$ cat config.mk
export PLATFORM = sky130hd
export DESIGN_NAME = hex_peek_display
export DESIGN_NICKNAME = d
export VERILOG_FILES = /design/src/rtl/hex_peek_display_pkg.sv /design/src/rtl/hex_peek_display_hex7seg.sv /design/src/rtl/hex_peek_display.sv
export SDC_FILE = /design/constraint.sdc
export NUM_CORES = 1
export LEC_CHECK = 0
export BUFFER_PORTS_ARGS = -buffer_cell sky130_fd_sc_hd__buf_2
export CAP_MARGIN = 20
export CORE_ASPECT_RATIO = 0.8
export CORE_UTILIZATION = 45
export CTS_BUF_LIST = sky130_fd_sc_hd__clkbuf_4 sky130_fd_sc_hd__clkbuf_8
export DETAILED_ROUTE_END_ITERATION = 7
export PLACE_DENSITY = 0.66
export RECOVER_POWER = 100
export SETUP_SLACK_MARGIN = 0.5
export SLEW_MARGIN = 20
export SYNTH_ARGS = -nofsm -noshare
export SYNTH_HDL_FRONTEND = slang
export SYNTH_SLANG_ARGS = --single-unit
$ cat constraint.sdc
create_clock -name CLK -period 5.98 [get_ports CLK]
set_input_delay 1.495 -clock CLK [delete_from_list [all_inputs] [get_ports CLK]]
set_output_delay 1.495 -clock CLK [all_outputs]
set_load 0.01 [all_outputs]
$ cat src/rtl/hex_peek_display_pkg.sv
// hex_pkg: segment constants, hex digit codes and peek FSM states
package hex_pkg;
  localparam logic [7:0] SEG_BLANK = 8'hFF;
  localparam logic [7:0] SEG_P = 8'h8C;
  localparam logic [7:0] SEG_D = 8'hA1;
  localparam logic [7:0] HEX_CODE [16] = '{
    8'hC0, 8'hF9, 8'hA4, 8'hB0, 8'h99, 8'h92, 8'h82, 8'hF8,
    8'h80, 8'h90, 8'h88, 8'h83, 8'hC6, 8'hA1, 8'h86, 8'h8E
  };
  typedef enum logic [1:0] {SHOW, REQ, HOLD} state_t;
endpackage

$ cat src/rtl/hex_peek_display_hex7seg.sv
// hex7seg: 4-bit digit to active-low seven-segment code with dp and blanking
module hex7seg
  import hex_pkg::*;
(
  input  logic [3:0] d,
  input  logic       dp,
  input  logic       blank,
  output logic [7:0] seg
);
  assign seg = blank ? SEG_BLANK : {~dp, HEX_CODE[d][6:0]};
endmodule

$ cat src/rtl/hex_peek_display.sv
// hex_peek_display: shows the result bus in hex, peeks register-file entries on key presses
module hex_peek_display
  import hex_pkg::*;
#(
  parameter int DATA_W = 10,
  parameter int NREG = 8,
  parameter int PEEK_HOLD = 250_000_000
) (
  input  logic                    CLK,
  input  logic                    CLRb,
  input  logic                    PK,
  input  logic [DATA_W-1:0]       Bus,
  input  logic                    Done,
  output logic                    RdReq,
  output logic [$clog2(NREG)-1:0] RdAddr,
  input  logic                    RdAck,
  input  logic [DATA_W-1:0]       RdData,
  output logic [7:0]              HEX0,
  output logic [7:0]              HEX1,
  output logic [7:0]              HEX2,
  output logic [7:0]              HEX3,
  output logic [7:0]              HEX4,
  output logic [7:0]              HEX5
);
  localparam int AW = $clog2(NREG);
  localparam int CW = PEEK_HOLD > 1 ? $clog2(PEEK_HOLD) : 1;
  state_t state;
  logic pk_q;
  logic [CW-1:0] cnt;
  logic [DATA_W-1:0] data;
  logic press, timeout, use_hold, load;
  logic [DATA_W-1:0] val;
  logic [11:0] vz;
  logic [23:0] nibs;
  logic [5:0] dp, blank;
  logic [7:0] seg [6];
  // Pick what the display latches this cycle: bus view, or the peeked value (live ack data or latched copy)
  always_comb begin
    press = PK & ~pk_q;
    timeout = state == HOLD && cnt == '0 && !press;
    use_hold = state == REQ || (state == HOLD && !timeout);
    load = state != REQ || RdAck;
    val = !use_hold ? Bus : state == REQ ? RdData : data;
    vz = 12'(val);
    nibs = {4'hD, 4'(RdAddr), 4'h0, vz};
    dp = 6'b010000;
    blank = {~Done, ~use_hold, 1'b1, 3'b000};
  end
  for (genvar i = 0; i < 6; i++) begin : g_dig
    hex7seg u_dig (.d(nibs[4*i+:4]), .dp(dp[i]), .blank(blank[i]), .seg(seg[i]));
  end
  // Peek FSM with registered display, request and address
  always_ff @(posedge CLK or negedge CLRb) begin
    if (!CLRb) begin
      state <= SHOW;
      pk_q <= 1'b0;
      cnt <= '0;
      data <= '0;
      RdReq <= 1'b0;
      RdAddr <= '0;
      {HEX5, HEX4, HEX3, HEX2, HEX1, HEX0} <= {6{SEG_BLANK}};
    end else begin
      pk_q <= PK;
      if (load) {HEX5, HEX4, HEX3, HEX2, HEX1, HEX0} <= {use_hold ? SEG_P : seg[5], seg[4], seg[3], seg[2], seg[1], seg[0]};
      case (state)
        SHOW: if (press) begin
          state <= REQ;
          RdReq <= 1'b1;
        end
        REQ: if (RdAck) begin
          data <= RdData;
          RdReq <= 1'b0;
          cnt <= CW'(PEEK_HOLD - 1);
          state <= HOLD;
        end
        HOLD: if (press) begin
          RdAddr <= RdAddr == AW'(NREG - 1) ? '0 : RdAddr + 1'b1;
          RdReq <= 1'b1;
          state <= REQ;
        end else if (cnt == '0) state <= SHOW;
        else cnt <= cnt - 1'b1;
        default: state <= SHOW;
      endcase
    end
  end
endmodule

======== Yosys cells after proc, flatten, opt, wreduce, memory -nomap -nowiden ========
Memory sizes are Yosys's and may differ from the RTL's. A register that Yosys moved wholly into a read port is not among the register bits.
Cells that the tools add are included.
storage, ports and cells
  flip-flop bits (word level) ............. 61
  ROM bits ................................ 512
  input bits .............................. 25
  output and inout port bits .............. 52
  logic and storage cells ................. 71
  memories kept ........................... 4
memories
  name              words  bits a word  read ports  clocked after Yosys merged registers in  write ports  RTL line                        text
  (name not given)  16     8            1           0                                        0            hex_peek_display_hex7seg.sv:10  assign seg = blank ? SEG_BLANK : {~dp, HEX_CODE[d][6:0]};
  (name not given)  16     8            1           1                                        0            hex_peek_display_hex7seg.sv:10
  (name not given)  16     8            1           1                                        0            hex_peek_display_hex7seg.sv:10
  (name not given)  16     8            1           1                                        0            hex_peek_display_hex7seg.sv:10
operators by class
  add/sub/neg operators ................... 2
  order comparisons ....................... 1
  equal/unequal tests ..................... 10
  mux-type cells .......................... 20
  bitwise logic cells ..................... 6
  reduce and logical (&&, ||, !) cells .... 20
operators by type and width
  kind                     number
  $mux W28                 3
  $pmux W28 S2             1
  $logic_not A28 Y1        1
  $sub A28 B1 Y28 const B  1
  $mux W7                  3
  $mux W10                 2
  $mux W8                  2
  $not A4 Y5               2
  $mux W2                  4
  $ne A2 B2 Y1 const B     4
  $pmux W2 S3              1
  $reduce_and A3 Y1        2
  $ge A5 B5 Y1 const B     1
  $logic_not A1 Y1         5
  $not A2 Y5               1
  $not A3 Y5               1
  $ne A2 B1 Y1 const B     2
  $reduce_and A2 Y1        2
  $reduce_and A4 Y1        1
  $reduce_bool A2 Y1       2
  $add A3 B1 Y3 const B    1
  $eq A3 B3 Y1 const B     1
  $logic_and A1 B1 Y1      3
  $mux W3                  1
  10 further kinds         12

======== Depth between registers and ports, before layout ========
  depth after elaboration ................. 9
  mapped depth ............................ 11

======== Hierarchy ========
A second synthesis with hierarchy kept.
unflattened totals
  cells, all modules ...................... 631
  area, all modules ....................... 6198.4 um^2
modules (own cells, without submodules)
  module                        instances  cells an instance  area an instance (um^2)  sequential area each (um^2)
  hex_peek_display              1          390                4479.3                   2387.3
  hex7seg (g_dig[0].u_dig ...)  5          41                 284.0                    0.0
  hex7seg (g_dig[2].u_dig)      1          36                 299.0                    0.0

======== Worst setup path before layout ========
Ideal clock, no wire load.
  path kind ............................... input to register
  start ................................... in PK
  end ..................................... reg HEX1[2]
  library setup time ...................... 0.077 ns
  data arrival time ....................... 3.660 ns
  slack ................................... 2.243 ns
  stages .................................. 9
  path through ............................ nand2b_1 -> clkbuf_1 -> nand4_1 -> o31ai_4 -> mux2i_1 -> inv_1 -> ha_1 -> or3_1 -> a31oi_1
between the ends
  longest elaborated chain between the ends .. 8
RTL lines
  element                           RTL line                        text
  start, declared                   hex_peek_display.sv:11          input logic PK,
  $and A1 B1 Y1                     hex_peek_display.sv:39          press = PK & ~pk_q;
  $logic_not A1 Y1                  hex_peek_display.sv:40          timeout = state == HOLD && cnt == '0 && !press;
  $logic_and A1 B1 Y1               hex_peek_display.sv:40
  $logic_not A1 Y1                  hex_peek_display.sv:41          use_hold = state == REQ || (state == HOLD && !timeout);
  $logic_and A1 B1 Y1               hex_peek_display.sv:41
  $logic_or A1 B1 Y1                hex_peek_display.sv:41
  $mux W10                          hex_peek_display.sv:43          val = !use_hold ? Bus : state == REQ ? RdData : data;
  $not A4 Y5 (not written as such)  hex_peek_display_hex7seg.sv:10
  end, declared                     hex_peek_display.sv:19          output logic [7:0] HEX1,
No other way between the ends.
A chain may end at the register's enable or synchronous reset.

======== Final worst setup path ========
  start ................................... reg state[0]
  end ..................................... reg cnt[27]
between the ends
  longest elaborated chain between the ends .. 3
RTL lines
  element                                                              RTL line                text
  start, declared                                                      hex_peek_display.sv:27  state_t state;
  start signal, assigned                                               hex_peek_display.sv:55  state <= SHOW;
  start signal, assigned                                               hex_peek_display.sv:67  state <= REQ;
  start signal, assigned                                               hex_peek_display.sv:74  state <= HOLD;
  $eq A2 B2 Y1 / $eq A2 B1 Y1 (equally long branches)                  hex_peek_display.sv:65  case (state)
  $ne A2 B2 Y1 (no line) / $reduce_bool A2 Y1 (equally long branches)  --
  $reduce_and A4 Y1 (no line)                                          --
  end signal, assigned                                                 hex_peek_display.sv:73  cnt <= CW'(PEEK_HOLD - 1);
  end signal, assigned                                                 hex_peek_display.sv:81  else cnt <= cnt - 1'b1;
  end, declared                                                        hex_peek_display.sv:29  logic [CW-1:0] cnt;
Parallel ways exist; a longest one is shown, timed or not.

==> metrics.yaml <==
worstSetupStartpointType: "flop"
root_buffer: "clkbuf_8"
dp_cells: 676
crit_fanout: 25
drive_gt1_frac: 0.173
fin_nets: 596
rows: 32
antenna_found_initial: 0
slew_viol_final: 46
drt_iter0_drc: 223
postCtsSetupBuffers: 0
synth-seq-cells: 75
numPortBuffers: 64
cp.required_ns: 6.25
min_path_type: "reg2reg"
intPower_uw: 1150
ys_seq_area_frac: 0.410
num_io_pins: 77
clockBufferDepth: 2
p_switching_uw: 692
cts_buffers: 9
dpl_cell_area_mm2: 0.00497
cts.repair.resized: 0
timing.final.crit_share: 0.693
clkPwrFrac: 0.199
ys_warn_count: 0
cts_tree: "yes"
grt_max_degree: 76
die_area_mm2: 0.0108
cellPowerDensity_mw_per_mm2: 363
netlist_instances: 508
synth-edff-count: 0
violations: "max-capacitance violations, max-slew violations"
die_x_um: 116
gr-total-overflow: 0
grt_first_pass_wirelength_um: 17800
first_pass_iters: 5
first_global_vias: 3529
synthTopCellsByArea: "dfrtp_1 24%, dfstp_2 17%, nand2_1 6.2%, ha_1 5.4%, nor2_1 3.5%"
ys.flop_type: "dfrtp_1"
tightestPinTransition_ns: 2.33
die_h_um: 93.2
finalHoldViolCount: 0
dp_hpwl_um: 7650
arrival_ns: 4.41
n_antenna_cell: 0
synth_cell_type_count: 71
p_comb_frac: 0.359
cts_hold_buf: 0
syn_area_per_cell_um2: 9.20
synth_common_cells: "77 x nand2_1, 45 x dfrtp_1, 44 x nor2_1, 30 x dfstp_2, 20 x ha_1"
grt_setup_unrepaired: "no"
syn_area_mm2: 0.00467
wl_per_cell_um: 15.5
finalSetupViolations: 0
final_cell_count_no_fill: 692
async_reset_ff_frac: 1.00
yosysTopAreaCell: "dfrtp_1"
clock_skew_ns: 0.00735
fin_crit_ns: 4.14
gp_congestion: 0.782
core_mm2: 0.00985
clock_latency_ns: 0.35
vias: 3875
fmax_mhz: 241
fill_cells: 957
start_util: 0.474
p_leak_uw: 0.00210
slew_headroom: -0.555
swShare: 0.377
cts.clk_slew.worst_paths_ns: 0.08
seqPwrFrac: 0.441
drv_cap: 1
wirelength_um: 10700
yosysTopAreaCellShare: 0.241
fin_util: 0.515
postRouteAntennaNets: 0
fin_area_mm2: 0.00507
fin_tns_setup_ns: 0
clkSinkCount: 75
htreeDepth: 3
fin_hold_ws_ns: 0.457
viasPerCell: 5.60
areaGrowthSynthToFinish_pct: 8.49
yosysMostFrequentCell: "nand2_1"
status: "finished with violations"
ir_drop_uv: 231
path_class: "reg2reg"
drc: 0
end_kind: "flop"
grt_usage: 0.213
==> final timing paths <==
path	start	endpoint	slack [ns]	depth (start not counted)
worst min register to register	HEX2[2]$_DFFE_PN1P_	HEX2[2]$_DFFE_PN1P_	0.46	2
max in group asynchronous	CLRb	data[2]$_DFFE_PN0P_	4.11	1
worst max-delay path	state[0]$_DFFE_PN0P_	cnt[27]$_DFFE_PN0P_	1.84	7
min in group asynchronous	CLRb	cnt[4]$_DFFE_PN0P_	1.29	1
worst min-delay path	HEX2[2]$_DFFE_PN1P_	HEX2[2]$_DFFE_PN1P_	0.46	2
worst max register to register	state[0]$_DFFE_PN0P_	cnt[27]$_DFFE_PN0P_	1.84	7
==> routing by layer <==
metal | up-vias | routed length (um) | global-route usage
met5 | - | 0 | 0
met4 | 0 | 138 | 0.0652
met3 | 12 | 520 | 0.0441
met2 | 104 | 4630 | 0.312
met1 | 1880 | 5430 | 0.314
li1 | 1879 | - | -
==> placed cells by master (no fill, tap or decap), types with 3 or more instances in the layout <==
cell type,n
nand3_1,6
dfstp_2,20
and3_1,7
o21a_1,5
clkbuf_4,3
xnor2_1,7
nor2b_1,4
xor2_1,4
dfstp_1,10
o31ai_1,11
nor4_1,4
inv_1,14
nand2_1,77
o221ai_1,5
o21ai_0,20
nor2_1,44
clkbuf_8,11
and2_1,3
dfrtp_1,45
clkbuf_1,32
and4_1,5
or3_1,7
or2_2,3
nand4_1,4
buf_2,32
mux2_2,7
nor3_1,15
a311oi_1,3
nand3b_1,4
a21oi_1,16
mux2i_1,13
or4_1,8
a31oi_1,19
or3b_2,5
conb_1,12
ha_1,20
nand2b_1,6
==> through the flow <==
stage               power (uW)  setup slack, ns
detailed placement        1510             1.87
finish                    1840             1.84
CTS                       1890             2.25
global route              1980             1.56
floorplan                 1310             2.24
global placement          1490             2.05
==> power groups by stage <==
stage               clock network, uW  logic (uW)  registers [uW]
floorplan                           0         473             832
global placement                    0         675             815
detailed placement                  0         691             820
finish                            366         661             811
global route                      403         750             832
CTS                               379         692             814
==> layout make-up <==
type	count	area [um^2]	area share
flip-flops and latches	75	1910	0.378
multi-input cells	385	2450	0.484
repair buffers	66	295	0.0582
clock buffers	14	174	0.0343
well taps	136	170	0.0336
clock inverters	2	10.0	0.00197
inverters	14	52.6	0.0104
==> kinds of logic (layout without fill, tap and decap cells) <==
kind of cell               Yosys count  after routing  share of synthesized area
AOI/OAI and AO/OA                  103            103                      0.157
xor gates and xnor gates            11             11                     0.0206
adders and majority gates           20             20                     0.0535
buffers and inverters               59             96                     0.0645
DFF                                 75             75                      0.410
muxes                               21             21                     0.0471
other                                1             12                   0.000802
and+or+nand+nor                    218            218                      0.246
==> flip-flops by register name (all words and copies together), names as in the netlist <==
signal,cells
RdReq,1
data,10
state,2
HEX2,6
HEX0,7
HEX4,7
cnt,28
pk_q,1
HEX5,3
HEX1,7
RdAddr,3
==> worst max-delay path, cell delays in order (launching register included) <==
cell     delay, ns
dfrtp_1       0.81
inv_1         0.22
nor2_1        0.29
and2_0        1.13
a31oi_1       0.37
or4_1         0.69
or4_1         0.44
nand3_1       0.09
(Power assumes the default switching activity.)
